**src/rtl/elastic_reg_pipe_pkg.sv**
```systemverilog
// Shared defaults for the elastic register pipeline.
//   ERP_DEFAULT_WIDTH : default data bits per beat
//   ERP_DEFAULT_DEPTH : default number of register stages
package elastic_reg_pipe_pkg;

  localparam int ERP_DEFAULT_WIDTH = 8;
  localparam int ERP_DEFAULT_DEPTH = 3;

endpackage

```
**src/rtl/elastic_reg_stage.sv**
```systemverilog
// One stage of the elastic pipeline: a valid bit plus a data register.
// Ports:
//   Clk, Reset (async, active-high), Flush (sync clear)
//   up_valid / up_data : beat offered by the previous stage (or the input)
//   adv                : this stage may load from upstream this cycle
//   v_q / d_q          : registered valid / data of this stage
module elastic_reg_stage #(
  parameter int               WIDTH       = 8,
  parameter logic [WIDTH-1:0] RESET_VALUE = '0
) (
  input  logic             Clk,
  input  logic             Reset,
  input  logic             Flush,
  input  logic             up_valid,
  input  logic [WIDTH-1:0] up_data,
  input  logic             adv,
  output logic             v_q,
  output logic [WIDTH-1:0] d_q
);

  logic             v_d;
  logic [WIDTH-1:0] d_d;

  always_comb begin
    v_d = v_q;
    d_d = d_q;
    if (Flush) begin
      v_d = 1'b0;
      d_d = RESET_VALUE;
    end else if (adv) begin
      v_d = up_valid;
      // Data only moves with a valid beat, so In_Data is never sampled when idle.
      if (up_valid) d_d = up_data;
    end
  end

  always_ff @(posedge Clk or posedge Reset) begin
    if (Reset) begin
      v_q <= 1'b0;
      d_q <= RESET_VALUE;
    end else begin
      v_q <= v_d;
      d_q <= d_d;
    end
  end

endmodule

```
**src/rtl/elastic_reg_pipe.sv**
```systemverilog
// WIDTH-bit, DEPTH-stage register pipeline with valid/ready flow control.
// Bubbles collapse under back-pressure; unstalled latency is DEPTH cycles.
// Ports:
//   Clk, Reset (async, active-high), Flush (sync clear of all stages)
//   In_Data / In_Valid / In_Ready    : upstream handshake
//   Out_Data / Out_Valid / Out_Ready : downstream handshake (registered outputs)
//   Occupancy                        : number of stages holding a beat
module elastic_reg_pipe
  import elastic_reg_pipe_pkg::*;
#(
  parameter int               WIDTH       = ERP_DEFAULT_WIDTH,
  parameter int               DEPTH       = ERP_DEFAULT_DEPTH,
  parameter logic [WIDTH-1:0] RESET_VALUE = '0,
  localparam int              OCC_W       = $clog2(DEPTH + 1)
) (
  input  logic             Clk,
  input  logic             Reset,
  input  logic             Flush,
  input  logic [WIDTH-1:0] In_Data,
  input  logic             In_Valid,
  output logic             In_Ready,
  output logic [WIDTH-1:0] Out_Data,
  output logic             Out_Valid,
  input  logic             Out_Ready,
  output logic [OCC_W-1:0] Occupancy
);

  logic [DEPTH-1:0]            v;
  logic [DEPTH-1:0]            adv;
  logic [DEPTH-1:0][WIDTH-1:0] d;
  logic                        in_take;

  // A stage may load when the stage after it moves or it is empty; the chain
  // runs combinationally from the output back to the input.
  always_comb begin
    adv = '0;
    adv[DEPTH-1] = Out_Ready | ~v[DEPTH-1];
    for (int k = DEPTH - 2; k >= 0; k--) adv[k] = adv[k+1] | ~v[k];
  end

  assign In_Ready = adv[0] & ~Flush & ~Reset;
  assign in_take  = In_Valid & In_Ready;

  for (genvar k = 0; k < DEPTH; k++) begin : g_stage
    if (k == 0) begin : g_first
      elastic_reg_stage #(.WIDTH(WIDTH), .RESET_VALUE(RESET_VALUE)) u_stage (
        .Clk(Clk), .Reset(Reset), .Flush(Flush),
        .up_valid(in_take), .up_data(In_Data), .adv(adv[k]),
        .v_q(v[k]), .d_q(d[k])
      );
    end else begin : g_rest
      elastic_reg_stage #(.WIDTH(WIDTH), .RESET_VALUE(RESET_VALUE)) u_stage (
        .Clk(Clk), .Reset(Reset), .Flush(Flush),
        .up_valid(v[k-1]), .up_data(d[k-1]), .adv(adv[k]),
        .v_q(v[k]), .d_q(d[k])
      );
    end
  end

  assign Out_Data  = d[DEPTH-1];
  assign Out_Valid = v[DEPTH-1];

  always_comb begin
    Occupancy = '0;
    for (int k = 0; k < DEPTH; k++) Occupancy = Occupancy + OCC_W'(v[k]);
  end

endmodule

```
**config.mk**
```make
export PLATFORM = sky130hd
export DESIGN_NAME = elastic_reg_pipe
export DESIGN_NICKNAME = d
export VERILOG_FILES = /design/src/rtl/elastic_reg_pipe_pkg.sv /design/src/rtl/elastic_reg_stage.sv /design/src/rtl/elastic_reg_pipe.sv
export SDC_FILE = /design/constraint.sdc
export NUM_CORES = 1
export LEC_CHECK = 0
export ABC_AREA = 1
export ABC_CLOCK_PERIOD_IN_PS = 1300
export BUFFER_PORTS_ARGS = -buffer_cell sky130_fd_sc_hd__buf_2
export CORE_MARGIN = 4
export CORE_UTILIZATION = 40
export DETAILED_ROUTE_END_ITERATION = 10
export PLACE_DENSITY = 0.72
export SYNTH_ARGS = -nofsm -noshare
export SYNTH_HDL_FRONTEND = slang
export SYNTH_SLANG_ARGS = --single-unit
```
**constraint.sdc**
```tcl
create_clock -name Clk -period 1.3 [get_ports Clk]
set_input_delay 0.26 -clock Clk [delete_from_list [all_inputs] [get_ports Clk]]
set_output_delay 0.26 -clock Clk [all_outputs]
set_load 0.01 [all_outputs]
```
-- After elaboration in Yosys (flattened, before gate mapping)
Index checks and enable logic that the tools add are counted.
- output and inout bits: 12
- register bits: 27
- logic and storage cells: 43
- reduce and logical (&&, ||, !) cells: 9
- multiplexer cells: 15
- $add $sub $neg: 2
- bitwise gates (word level): 11
- operators by type and width (operator ; count):
    8-bit 2-to-1 mux ; 9
    2-bit nonzero test ; 6
    1-bit 2-to-1 mux ; 6
    2-bit AND reduction ; 3
    1-bit NOT ; 5
    1-bit AND ; 3
    1-bit bitwise OR ; 3
    1-bit by 1-bit adder with 2-bit output ; 1
    2-bit by 1-bit adder with 2-bit output ; 1

-- Depth between registers and ports, before layout
Gate-level depths: netlist of run 1.
- depth after elaboration: 10
- depth in mapped cells: 7
- gate-level depth less buffers: 7

-- By module
From an unflattened synthesis of run 1, not the netlist that was laid out.
- cells, all modules: 181
- area total of the unflattened synthesis: 1383.8 um^2
- by module, submodules not included (module ; cells each ; area each (um^2) ; seq. area each (um^2) ; times used):
    elastic_reg_stage ; 57 ; 439.2 ; 225.2 ; 3
    elastic_reg_pipe ; 10 ; 66.3 ; 0.0 ; 1

-- Least setup slack after synthesis of run 1
No wires, ideal clock.
- path kind: reg2out
- start: register g_stage[2].g_rest.u_stage.v_q
- end: output port Occupancy[0]
- cell stages (with the launch flop): 2
- data arrival time: 1.023 ns
- buffers on the path: 0
- required time: 1.040 ns
- path slack: 0.017 ns
- cells stage by stage: dfrtp_1 fa_1
- longest elaborated chain between the ends: 1
- RTL lines (what ; line ; text):
    from (decl) ; elastic_reg_stage.sv:17 ; output logic v_q,
    from (signal assigned) ; elastic_reg_stage.sv:42 ; v_q <= v_d;
    2-bit by 1-bit adder with 2-bit output ; elastic_reg_pipe.sv:65 ; for (int k = 0; k < DEPTH; k++) Occupancy = Occupancy + OCC_W'(v[k]);
    to (decl) ; elastic_reg_pipe.sv:25 ; output logic [OCC_W-1:0] Occupancy
Every way passes these cells.

-- Final worst setup path of run 1
- start: register g_stage[0].g_first.u_stage.v_q
- end: output port Occupancy[0]
- longest elaborated chain between the ends: 2
- RTL lines (what ; line):
    from (decl) ; elastic_reg_stage.sv:17
    from (signal assigned) ; elastic_reg_stage.sv:42
    1-bit by 1-bit adder with 2-bit output ; elastic_reg_pipe.sv:65
    2-bit by 1-bit adder with 2-bit output ; elastic_reg_pipe.sv:65
Every way passes these cells.

==> tab_implementation.tex, run 1 <==
\begin{tabular}{lr}
\hline
Metric & Value \\
\hline
\multicolumn{2}{l}{\textbf{STA}} \\
Worst-case setup margin in the final layout & -345 ps \\
Hold violation total from the final report & 0 \\
Minimum hold slack & approximately 170 ps \\
Crit share post-route & 1.27 \\
Final critical-path required period & $\sim$1600 ps \\
Achievable Freq & a little over 0.6 GHz \\
Final Setup Violations & 29 \\
Headroom to the max-slew limit & 0.781 \\
Slew at the pin closest to its max-slew limit & around 330 ps \\
Count of pins over their slew limit & 0 \\
Unrepaired setup endpoints after global routing & yes \\
Final Skew & about 8 ps \\
\multicolumn{2}{l}{\textbf{Status}} \\
Violated checks & setup timing \\
Status & finished, violations left \\
\multicolumn{2}{l}{\textbf{Worst setup path}} \\
Cells along the critical path & fa\_1 > buf\_2 \\
Category of the critical setup timing path & register to output port \\
Critical path peak fanout & 2 \\
Endpoint of the most critical register-to-register path & g\_stage[0].g\_first.u\_stage.d\_q[4]\$\_DFFE\_PP0P\_ \\
Number of buffer and inverter instances along the worst setup path & 1 \\
Nature of the critical path startpoint & register \\
Critical path's slowest cell & fa\_1 \\
Delay contributed by the slowest stage of the critical path & 520 ps \\
Category of the worst setup path capture point & output port \\
Required time reported for the critical path endpoint & 1040 ps \\
Family with the most delay on the worst path & adder cells \\
Reg2reg path depth & 9 \\
Startpoint of the worst-slack reg-to-reg timing path & g\_stage[0].g\_first.u\_stage.v\_q\$\_DFFE\_PP0P\_ \\
Worst EP arrival & approximately 1400 ps \\
Register-to-register setup slack & -190 ps \\
\multicolumn{2}{l}{\textbf{Logic synthesis}} \\
Flops \& latches, synth & 27 \\
Average cell area after synthesis & roughly 9.3 um2 \\
Post-Synthesis Cells & between 100 and 150 \\
Sequential element share of the synthesized area & 0.549 \\
Area of the mapped netlist & 1230 um2 \\
Total of warnings raised by yosys & 0 \\
Post-Synthesis Net Count & $\sim$150 \\
Distinct cell type count of the synthesized netlist & 20 \\
\multicolumn{2}{l}{\textbf{Cells and area}} \\
Nets & roughly 180 \\
Final design utilization & 0.554 \\
Number of antenna cells inserted & 0 \\
Proportion of layout cells with a drive suffix above 1 & 0.377 \\
Commonest non-fill, non-tap cell in the layout & dfrtp\_1 \\
Fin area & 1580 um2 \\
Leading cell types in the layout, fill and taps excluded & 27 x dfrtp\_1, 23 x nand2\_1, 23 x nand3\_1, 23 x buf\_2, 12 x inv\_1 \\
Syn-to-layout area delta & 28.6\% \\
\multicolumn{2}{l}{\textbf{Routing}} \\
Via total after detailed routing & between 900 and 1k \\
Number of iterations in the first detailed-routing pass & 4 \\
Average routed wire per standard cell & 12.4 um \\
Vias per inst & 4.88 \\
Drt total wl & 2460 um \\
Remaining DRCs & 0 \\
Final antenna-violating net count & 0 \\
DRT iter0 DRCs & 17 \\
\multicolumn{2}{l}{\textbf{Power}} \\
NetSw & roughly 350 uW \\
Clock Power Share & 0.261 \\
Power share of the combinational group & 0.112 \\
Power density over the cells & 878 nW/um2 \\
Switching fraction of total power & 0.252 \\
Register share of total power & 0.627 \\
Largest voltage drop on the vdd net & between 0.0003 and 0.0004 V \\
Internal cell power & roughly 1000 uW \\
Leakage Power & about 0.00082 uW \\
\multicolumn{2}{l}{\textbf{Clocking}} \\
Library cell used as clock root buffer & clkbuf\_4 \\
Number of sinks driven by the clock tree & 27 \\
Clock-pin transition on the worst setup and hold timing paths & approximately 140 ps \\
Worst skew pair latency & 320 ps \\
CTS tree & built \\
Cts bufs inserted & 3 \\
CTS H-tree lvls & 1 \\
Maximum number of buffers from clock root to sink & 2 \\
\multicolumn{2}{l}{\textbf{GRT}} \\
Remaining global-route overflow & 0 \\
Number of antenna violations at the first check in global routing & 0 \\
Global Route Usage Sum & 0.130 \\
Pin count of the biggest net entering global routing & 28 \\
First-pass GRT wire length & 4170 um \\
Number of global-route vias before repair & $\sim$970 \\
\multicolumn{2}{l}{\textbf{Floorplanning}} \\
Overall die height & between 60 and 70 um \\
Initial Util & 0.431 \\
Site row count & 19 \\
Standard cell core area & roughly 2900 um2 \\
Total die area & $\sim$4000 um2 \\
Io pins & 25 \\
Die Wd & 63.5 um \\
\multicolumn{2}{l}{\textbf{Min path}} \\
Kind of path behind the tightest hold check & input pin to register \\
Hold Startpoint & In\_Data[0] \\
Worst Hold End & g\_stage[0].g\_first.u\_stage.d\_q[0]\$\_DFFE\_PP0P\_ \\
Cells on Worst Hold Path & 3 \\
\multicolumn{2}{l}{\textbf{Run}} \\
Number of max-cap violations & 0 \\
\multicolumn{2}{l}{\textbf{Placed design}} \\
Worst-case setup slack after placement & -6.88 ps \\
Placed cell areas & about 1400 um2 \\
Number of buffer cells added on primary ports & 24 \\
Total half-perimeter wirelength after legalization and detailed placement & approximately 1700 um \\
RD Place Congestion & $\sim$0.74 \\
\hline
\end{tabular}
==> power by group through the flow <==
stage          combinational [uW]  sequential [uW]  clock (uW)
3_3_place_gp                  121              885           0
2_1_floorplan                73.6              884           0
5_1_grt                       175              874         399
6_report                      156              871         362
3_5_place_dp                  127              886           0
4_1_cts                       146              870         377
==> cell families (layout without fill, tap and decap cells) <==
kind of cell | Yosys count | after routing | synth area share
AOI/OAI and AO/OA | 11 | 11 | 0.0478
adders and majority gates | 1 | 1 | 0.0163
DFF | 27 | 27 | 0.549
buffers and inverters | 26 | 60 | 0.112
and+or+nand+nor | 67 | 68 | 0.275
==> per-stage QoR <==
stage / std cells / setup TNS [ps] / power [uW]
finish: 198 / -2680 / 1390
global route: 198 / -5300 / 1450
CTS: 195 / -2710 / 1390
detailed placement: 183 / -13.1 / 1010
global placement: 183 / 0 / 1010
floorplan: 132 / 0 / 958
==> Yosys cell counts <==
master	count	area share
fa_1	1	0.016
nand4_1	9	0.046
buf_6	1	0.0092
o21ai_0	8	0.033
buf_2	2	0.0081
nand2_2	1	0.0051
inv_1	13	0.040
buf_1	1	0.0030
dfrtp_1	27	0.55
inv_2	1	0.0030
nor2_2	1	0.0051
nand3_1	24	0.098
o21ai_1	1	0.0041
nand2_1	26	0.079
nor2_1	2	0.0061
a21oi_1	1	0.0041
nand3_2	1	0.0081
buf_4	8	0.049
o21ai_2	1	0.0071
nor2_4	3	0.027
==> routing by layer <==
| layer | vias to the layer above | GRT usage | routed length, um |
|---|---|---|---|
| met5 | - | 0 | 0 |
| met4 | 0 | 0.0485 | 31 |
| met3 | 5 | 0.0213 | 131 |
| met2 | 36 | 0.218 | 1190 |
| met1 | 425 | 0.168 | 1100 |
| li1 | 501 | - | - |
==> worst max-delay path by stage <==
stage / from / cells past startpoint / to
6_report: g_stage[0].g_first.u_stage.v_q$_DFFE_PP0P_ / 2 / Occupancy[0]
5_1_grt: g_stage[0].g_first.u_stage.v_q$_DFFE_PP0P_ / 2 / Occupancy[0]
4_1_cts: g_stage[0].g_first.u_stage.v_q$_DFFE_PP0P_ / 2 / Occupancy[0]
3_5_place_dp: g_stage[2].g_rest.u_stage.v_q$_DFFE_PP0P_ / 8 / g_stage[1].g_rest.u_stage.d_q[5]$_DFFE_PP0P_
3_3_place_gp: g_stage[2].g_rest.u_stage.v_q$_DFFE_PP0P_ / 2 / Occupancy[0]
2_1_floorplan: g_stage[2].g_rest.u_stage.v_q$_DFFE_PP0P_ / 1 / Occupancy[0]
==> state kept, by name, summed over array words and instances (netlist names) <==
signal	flops
g_stage.g_first.u_stage.v_q	1
g_stage.g_rest.u_stage.v_q	2
g_stage.g_rest.u_stage.d_q	16
g_stage.g_first.u_stage.d_q	8
==> final cells by class <==
type / instances / area [um2]
timing repair buffer: 42 / 295
inverter: 14 / 55.1
fill: 268 / 1270
sequential: 27 / 676
multi-input combinational: 80 / 487
clock buffer: 3 / 22.5
clock inverter: 1 / 7.51
tap: 31 / 38.8
==> what timing repair did <==
item / CTS / global route
setup endpoints to repair: 11 / 30
hold buffers: 1 / 0
endpoints found under the hold margin: 27 / 0
pin swaps: 9 / 16
gates resized for setup: 12 / 17
setup buffers: 7 / 2
cloned: 0 / 1
==> worst reg2reg max path, delay by kind of cell (launching register included) <==
family,cells,cell delay [ps]
buffers and inverters,6,770
DFF,1,400
and+or+nand+nor,3,250
(Power assumes the default switching activity.)
==> inputs of run 2 (changes only) <==
--- a/config.mk
+++ b/config.mk
@@ -7,11 +7,11 @@
 export LEC_CHECK = 0
 export ABC_AREA = 1
 export ABC_CLOCK_PERIOD_IN_PS = 1300
-export BUFFER_PORTS_ARGS = -buffer_cell sky130_fd_sc_hd__buf_2
 export CORE_MARGIN = 4
 export CORE_UTILIZATION = 40
 export DETAILED_ROUTE_END_ITERATION = 10
-export PLACE_DENSITY = 0.72
+export DONT_BUFFER_PORTS = 1
+export PLACE_DENSITY = 0.65
 export SYNTH_ARGS = -nofsm -noshare
 export SYNTH_HDL_FRONTEND = slang
 export SYNTH_SLANG_ARGS = --single-unit
==> run 2 against run 1 <==
Sequential power hardly changed. First-iteration DRC count rose by 130%. Largest power group unchanged. Core utilization is 9.5 points lower. Hold slack lost 120 ps. The run still ends with setup timing left. Count of clock-buffer cells in the layout increased by 1. Final cell count fell by 17%. Wire length down 9.9%. Maximum frequency up 0.96%. Highest routed layer unchanged. Global-route usage is 0.64 points lower. Clock power down 6.6%.
==> tab_implementation.tex, run 2 (same netlist as run 1, synthesis figures left out) <==
\begin{tabular}{lr}
\hline
Metric & Value \\
\hline
\multicolumn{2}{l}{\textbf{Status}} \\
Status & finished, violations left \\
Violated checks & setup timing \\
\multicolumn{2}{l}{\textbf{Worst setup path}} \\
Family with the most delay on the worst path & adder cells \\
Nature of the critical path startpoint & register \\
Category of the critical setup timing path & register to output port \\
Delay contributed by the slowest stage of the critical path & 610 ps (+90 ps) \\
Number of buffer and inverter instances along the worst setup path & 0 (-1) \\
Critical path's slowest cell & fa\_2 \\
Required time reported for the critical path endpoint & 1040 ps (about the same) \\
Critical path peak fanout & 3 (+1) \\
Cells along the critical path & fa\_2 \\
Category of the worst setup path capture point & output port \\
Register-to-register setup slack & -50 ps (+140 ps) \\
Startpoint of the worst-slack reg-to-reg timing path & g\_stage[2].g\_rest.u\_stage.v\_q\$\_DFFE\_PP0P\_ \\
Worst EP arrival & 1370 ps (about the same) \\
Start point of the critical path & g\_stage[2].g\_rest.u\_stage.v\_q\$\_DFFE\_PP0P\_ \\
\multicolumn{2}{l}{\textbf{Power}} \\
Power density over the cells & 998 nW/um2 (+14\%) \\
Largest voltage drop on the vdd net & 0.000587 V (+55\%) \\
Leakage Power & 0.000637 uW (-22\%) \\
\multicolumn{2}{l}{\textbf{Floorplanning}} \\
Total die area & 4030 um2 (unchanged) \\
Standard cell core area & 2850 um2 (unchanged) \\
Overall die height & 63.5 um (unchanged) \\
Site row count & 19 (unchanged) \\
Initial Util & 0.431 (unchanged) \\
Die Wd & 63.5 um (unchanged) \\
Io pins & 25 (unchanged) \\
\multicolumn{2}{l}{\textbf{STA}} \\
Unrepaired setup endpoints after global routing & yes \\
Final critical-path required period & 1630 ps (-15.7 ps) \\
Headroom to the max-slew limit & 0.779 (-0.00243) \\
Minimum hold slack & 48.7 ps (-119 ps) \\
Hold violation total from the final report & 0 (unchanged) \\
Slew at the pin closest to its max-slew limit & 332 ps (+3.64 ps) \\
Setup TNS after final layout & -936 ps (+1750 ps) \\
Final Skew & 3.58 ps (-4.20 ps) \\
Final Setup Violations & 11 (-62\%) \\
Achievable Freq & 0.614 GHz (+0.96\%) \\
Worst-case setup margin in the final layout & -329 ps (+15.7 ps) \\
Count of pins over their slew limit & 0 (unchanged) \\
Crit share post-route & 1.25 (-0.0120) \\
\multicolumn{2}{l}{\textbf{Placed design}} \\
Cell Count Post-Placement & 155 (-15\%) \\
Total half-perimeter wirelength after legalization and detailed placement & 1650 um (-0.51\%) \\
RD Place Congestion & 0.704 (-4.4\%) \\
Worst-case setup slack after placement & 5.39 ps (+12.3 ps) \\
Number of buffer cells added on primary ports & 0 (-100\%) \\
\multicolumn{2}{l}{\textbf{Routing}} \\
Drt total wl & 2220 um (-9.9\%) \\
Number of iterations in the first detailed-routing pass & 4 (unchanged) \\
Final antenna-violating net count & 0 (unchanged) \\
Via total after detailed routing & 855 (-12\%) \\
Remaining DRCs & 0 (unchanged) \\
DRT iter0 DRCs & 39 (+22) \\
Vias per inst & 5.21 (+6.7\%) \\
Average routed wire per standard cell & 13.5 um (+8.8\%) \\
\multicolumn{2}{l}{\textbf{Clocking}} \\
CTS tree & built \\
CTS H-tree lvls & 1 (unchanged) \\
Worst skew pair latency & 310 ps (about the same) \\
Clock-pin transition on the worst setup and hold timing paths & 120 ps (-20 ps) \\
Number of sinks driven by the clock tree & 27 (unchanged) \\
Maximum number of buffers from clock root to sink & 2 (unchanged) \\
Cts bufs inserted & 3 (unchanged) \\
Library cell used as clock root buffer & clkbuf\_4 \\
\multicolumn{2}{l}{\textbf{Cells and area}} \\
Nets & 148 (-19\%) \\
Number of antenna cells inserted & 0 (unchanged) \\
Max FFs per register & 16 (unchanged) \\
Leading cell types in the layout, fill and taps excluded & 26 x nand2\_1, 26 x dfrtp\_1, 24 x nand3\_1 \\
Proportion of layout cells with a drive suffix above 1 & 0.158 (-0.219) \\
Biggest registers after layout & g\_stage.g\_rest.u\_stage.d\_q: 16 flops, g\_stage.g\_first.u\_stage.d\_q: 8 flops, g\_stage.g\_rest.u\_stage.v\_q: 2 flops \\
Number of standard cells in the final layout excluding fillers & 164 (-17\%) \\
Syn-to-layout area delta & 6.61\% \\
Top reg by flops & g\_stage.g\_rest.u\_stage.d\_q \\
Count of filler cells inserted in the layout & 290 (+8.2\%) \\
\multicolumn{2}{l}{\textbf{GRT}} \\
Number of global-route vias before repair & 882 (-9.0\%) \\
Global Route Usage Sum & 0.124 (-0.00637) \\
Remaining global-route overflow & 0 (unchanged) \\
Pin count of the biggest net entering global routing & 28 (unchanged) \\
First-pass GRT wire length & 3970 um (-4.8\%) \\
Number of antenna violations at the first check in global routing & 0 (unchanged) \\
\multicolumn{2}{l}{\textbf{Min path}} \\
Hold Startpoint & Flush \\
Kind of path behind the tightest hold check & input pin to register \\
\multicolumn{2}{l}{\textbf{Run}} \\
Number of max-cap violations & 0 (unchanged) \\
\hline
\end{tabular}
==> run 2: changes by cell type in the layout (fill, tap and decap cells not counted), moves of 4 or more <==
cell     delta
buf_2      -23
buf_4       -6
buf_6       -4
o21ai_0     +8
o21ai_1     -5
==> run 2: metrics by stage <==
| stage | util | area, um2 | power, uW |
|---|---|---|---|
| after floorplan | - | 1230 | 958 |
| after global placement | 0.425 | 1210 | 970 |
| after detailed placement | 0.425 | 1210 | 976 |
| after CTS | 0.447 | 1270 | 1320 |
| after global routing | 0.460 | 1310 | 1380 |
| final | 0.460 | 1310 | 1310 |
==> run 2: cell type report <==
class                   instances  area (um2)  share of cell area
clock buffers                   4        26.3              0.0200
inverters                      14        52.6              0.0401
well taps                      31        38.8              0.0296
multi-input cells              79         437               0.333
repair buffers                  9        80.1              0.0611
flip-flops and latches         27         677               0.516
==> run 2: worst paths after layout <==
kind | end | cells after the start
max | Occupancy[0] | 1
min | g_stage[0].g_first.u_stage.v_q$_DFFE_PP0P_ | 1
max reg2reg | g_stage[1].g_rest.u_stage.d_q[1]$_DFFE_PP0P_ | 8
min reg2reg | g_stage[1].g_rest.u_stage.d_q[4]$_DFFE_PP0P_ | 2
max in group asynchronous | g_stage[2].g_rest.u_stage.v_q$_DFFE_PP0P_ | 3
min in group asynchronous | g_stage[1].g_rest.u_stage.d_q[6]$_DFFE_PP0P_ | 3
==> run 2: what timing repair did <==
item,4_1_cts,5_1_grt
setup buffers,2,1
hold buffers,2,0
endpoints found under the setup margin,3,20
endpoints found under the hold margin,29,0
gates resized for setup,1,7
pin swaps,2,2
==> run 2: per-layer routing <==
layer,up-vias,track usage,share of wire
li1,433,-,-
met1,397,0.158,0.44
met2,23,0.203,0.49
met3,2,0.0426,0.060
met4,0,0.0243,0.0054
met5,-,0,0
==> run 2: report_power, final <==
part	switching, uW	leakage [uW]	internal [uW]
combinational	64.9	0.000251	33.9
clock	218	0.0000150	120
sequential	13.2	0.000371	858
==> inputs of run 3 (changes only) <==
--- a/config.mk
+++ b/config.mk
@@ -7,6 +7,7 @@
 export LEC_CHECK = 0
 export ABC_AREA = 1
 export ABC_CLOCK_PERIOD_IN_PS = 1300
+export CORE_ASPECT_RATIO = 1.2
 export CORE_MARGIN = 4
 export CORE_UTILIZATION = 40
 export DETAILED_ROUTE_END_ITERATION = 10
==> run 3 against run 2 <==
The flow still finishes with violations (setup timing). Sequential cell count did not move. Worst setup slack improved by 27 ps. Hold slack got worse by 21 ps. Die area barely moved. Critical endpoint unchanged.
==> tab_implementation.tex, run 3 (same netlist as run 1, synthesis figures left out) <==
\begin{tabular}{lr}
\hline
Metric & Value \\
\hline
\multicolumn{2}{l}{\textbf{Cells and area}} \\
Syn-to-layout area delta & 12.4\% \\
Proportion of layout cells with a drive suffix above 1 & 0.254 (+0.0958) \\
Number of antenna cells inserted & 0 (unchanged) \\
Leading cell types in the layout, fill and taps excluded & 27 x dfrtp\_1, 26 x nand2\_1, 14 x nand3\_1 \\
Nets & 149 (+0.68\%) \\
Top reg by flops & g\_stage.g\_rest.u\_stage.d\_q \\
Max FFs per register & 16 (unchanged) \\
Commonest non-fill, non-tap cell in the layout & dfrtp\_1 \\
Number of standard cells in the final layout excluding fillers & 168 (+2.4\%) \\
Biggest registers after layout & g\_stage.g\_rest.u\_stage.d\_q: 16 flops, g\_stage.g\_first.u\_stage.d\_q: 8 flops, g\_stage.g\_rest.u\_stage.v\_q: 2 flops \\
Fin area & 1380 um2 (+5.4\%) \\
\multicolumn{2}{l}{\textbf{STA}} \\
Slew at the pin closest to its max-slew limit & 388 ps (+56.1 ps) \\
Unrepaired setup endpoints after global routing & yes \\
Final critical-path required period & 1600 ps (-27.1 ps) \\
Setup TNS after final layout & -1770 ps (-831 ps) \\
Achievable Freq & 0.624 GHz (+1.7\%) \\
Count of pins over their slew limit & 0 (unchanged) \\
Crit share post-route & 1.23 (-0.0208) \\
Hold violation total from the final report & 0 (unchanged) \\
Minimum hold slack & 27.5 ps (-21.2 ps) \\
Final Skew & 9.98 ps (+6.40 ps) \\
Final Setup Violations & 14 (+3) \\
Headroom to the max-slew limit & 0.741 (-0.0378) \\
Worst-case setup margin in the final layout & -302 ps (+27.1 ps) \\
\multicolumn{2}{l}{\textbf{Floorplanning}} \\
Standard cell core area & 2860 um2 (+0.39\%) \\
Overall die height & 68.7 um (+8.3\%) \\
Site row count & 21 (+2) \\
Die Wd & 58.6 um (-7.6\%) \\
Total die area & 4030 um2 (about the same) \\
Io pins & 25 (unchanged) \\
Initial Util & 0.429 (-0.00170) \\
\multicolumn{2}{l}{\textbf{Min path}} \\
Kind of path behind the tightest hold check & input pin to register \\
Hold Startpoint & Flush \\
Worst Hold End & g\_stage[0].g\_first.u\_stage.v\_q\$\_DFFE\_PP0P\_ \\
Cells on Worst Hold Path & 1 (unchanged) \\
\multicolumn{2}{l}{\textbf{GRT}} \\
Remaining global-route overflow & 0 (unchanged) \\
Pin count of the biggest net entering global routing & 28 (unchanged) \\
First-pass GRT wire length & 3800 um (-4.5\%) \\
Number of antenna violations at the first check in global routing & 0 (unchanged) \\
Number of global-route vias before repair & 895 (+1.5\%) \\
Global Route Usage Sum & 0.121 (-0.00204) \\
\multicolumn{2}{l}{\textbf{Power}} \\
Internal cell power & 1010 uW (-0.45\%) \\
Clock Power Share & 0.267 (+0.009) \\
NetSw & 327 uW (+10\%) \\
Leakage Power & 0.000653 uW (+2.5\%) \\
Power share of the combinational group & 0.079 (+0.004) \\
Switching fraction of total power & 0.245 (+0.0186) \\
Power density over the cells & 965 nW/um2 (-3.3\%) \\
Register share of total power & 0.653 (-0.013) \\
Largest voltage drop on the vdd net & 0.000621 V (+5.8\%) \\
\multicolumn{2}{l}{\textbf{Worst setup path}} \\
Critical path peak fanout & 2 (-1) \\
Family with the most delay on the worst path & adder cells \\
Reg2reg path depth & 9 (+1) \\
Worst EP arrival & 1340 ps (-30 ps) \\
Critical path's slowest cell & fa\_1 \\
Required time reported for the critical path endpoint & 1040 ps (about the same) \\
Delay contributed by the slowest stage of the critical path & 600 ps (about the same) \\
Startpoint of the worst-slack reg-to-reg timing path & g\_stage[2].g\_rest.u\_stage.v\_q\$\_DFFE\_PP0P\_ \\
Category of the worst setup path capture point & output port \\
Endpoint of the most critical register-to-register path & g\_stage[1].g\_rest.u\_stage.d\_q[6]\$\_DFFE\_PP0P\_ \\
Cells along the critical path & fa\_1 \\
Register-to-register setup slack & -140 ps (-90 ps) \\
Number of buffer and inverter instances along the worst setup path & 0 (unchanged) \\
Category of the critical setup timing path & register to output port \\
Nature of the critical path startpoint & register \\
\multicolumn{2}{l}{\textbf{Routing}} \\
Vias per inst & 5.11 (-1.9\%) \\
Via total after detailed routing & 859 (+0.47\%) \\
Final antenna-violating net count & 0 (unchanged) \\
Number of iterations in the first detailed-routing pass & 4 (unchanged) \\
Average routed wire per standard cell & 13.2 um (-2.0\%) \\
DRT iter0 DRCs & 9 (-77\%) \\
Drt total wl & 2220 um (+0.41\%) \\
Remaining DRCs & 0 (unchanged) \\
\multicolumn{2}{l}{\textbf{Run}} \\
Number of max-cap violations & 0 (unchanged) \\
\multicolumn{2}{l}{\textbf{Clocking}} \\
CTS tree & built \\
CTS H-tree lvls & 1 (unchanged) \\
Library cell used as clock root buffer & clkbuf\_4 \\
Maximum number of buffers from clock root to sink & 2 (unchanged) \\
Clock-pin transition on the worst setup and hold timing paths & 130 ps (about the same) \\
Worst skew pair latency & 320 ps (about the same) \\
Number of sinks driven by the clock tree & 27 (unchanged) \\
Cts bufs inserted & 3 (unchanged) \\
\multicolumn{2}{l}{\textbf{Status}} \\
Violated checks & setup timing \\
Status & finished, violations left \\
\multicolumn{2}{l}{\textbf{Placed design}} \\
Placed cell areas & 1220 um2 (+0.31\%) \\
RD Place Congestion & 0.730 (+3.8\%) \\
Number of buffer cells added on primary ports & 0 (unchanged) \\
Cell Count Post-Placement & 158 (+1.9\%) \\
Total half-perimeter wirelength after legalization and detailed placement & 1570 um (-5.4\%) \\
\hline
\end{tabular}
run 3: worst max path at each step:
stage / cells after the start / end / start / slack, ps
floorplan: 1 / Occupancy[0] / g_stage[2].g_rest.u_stage.v_q$_DFFE_PP0P_ / 20
global placement: 1 / Occupancy[0] / g_stage[2].g_rest.u_stage.v_q$_DFFE_PP0P_ / 40
detailed placement: 1 / Occupancy[0] / g_stage[2].g_rest.u_stage.v_q$_DFFE_PP0P_ / 30
CTS: 1 / Occupancy[0] / g_stage[2].g_rest.u_stage.v_q$_DFFE_PP0P_ / -320
global route: 1 / Occupancy[0] / g_stage[2].g_rest.u_stage.v_q$_DFFE_PP0P_ / -350
finish: 1 / Occupancy[0] / g_stage[2].g_rest.u_stage.v_q$_DFFE_PP0P_ / -300
run 3: area by class of cell:
class	instances	area, um2
sequential	27	676
inverter	14	52.6
multi-input combinational	80	504
clock inverter	1	5.00
timing repair buffer	9	80.1
clock buffer	3	22.5
tap	34	42.5
fill	289	1480
run 3: worst register-to-register path, delay by kind of cell, from the launching register on:
kind | cells | cell delay, ps
simple gates | 6 | 710
flops | 1 | 400
buf+inv | 3 | 240
run 3: what timing repair did:
item | 4_1_cts | 5_1_grt
gates cloned | 0 | 1
hold buffers | 2 | 0
endpoints found under the hold margin | 29 | 0
gates resized for setup | 1 | 24
pin swaps | 1 | 5
setup buffers | 2 | 1
endpoints found under the setup margin | 3 | 28
run 3: per-layer routing:
metal	track usage	part of all wire	up-vias	routed length (um)
met4	0.0510	0.014	0	31
met1	0.151	0.46	396	1030
met5	0	0	-	0
met2	0.204	0.47	23	1050
li1	-	-	436	-
met3	0.0261	0.047	4	104
run 3: through the flow:
step,setup slack (ps),utilization,power [uW]
final,-302,0.483,1330
after global routing,-352,0.483,1400
after CTS,-316,0.447,1340
after detailed placement,28.5,0.425,974
after global placement,41.1,0.425,970
after floorplan,16.7,-,958
run 3: power groups by stage:
stage | Sequential [uW] | Combinational (uW) | Clock [uW]
after floorplan | 884 | 73.6 | 0
after global placement | 886 | 83.7 | 0
after detailed placement | 888 | 86.5 | 0
after CTS | 871 | 93.9 | 371
after global routing | 874 | 121 | 409
final | 872 | 106 | 357
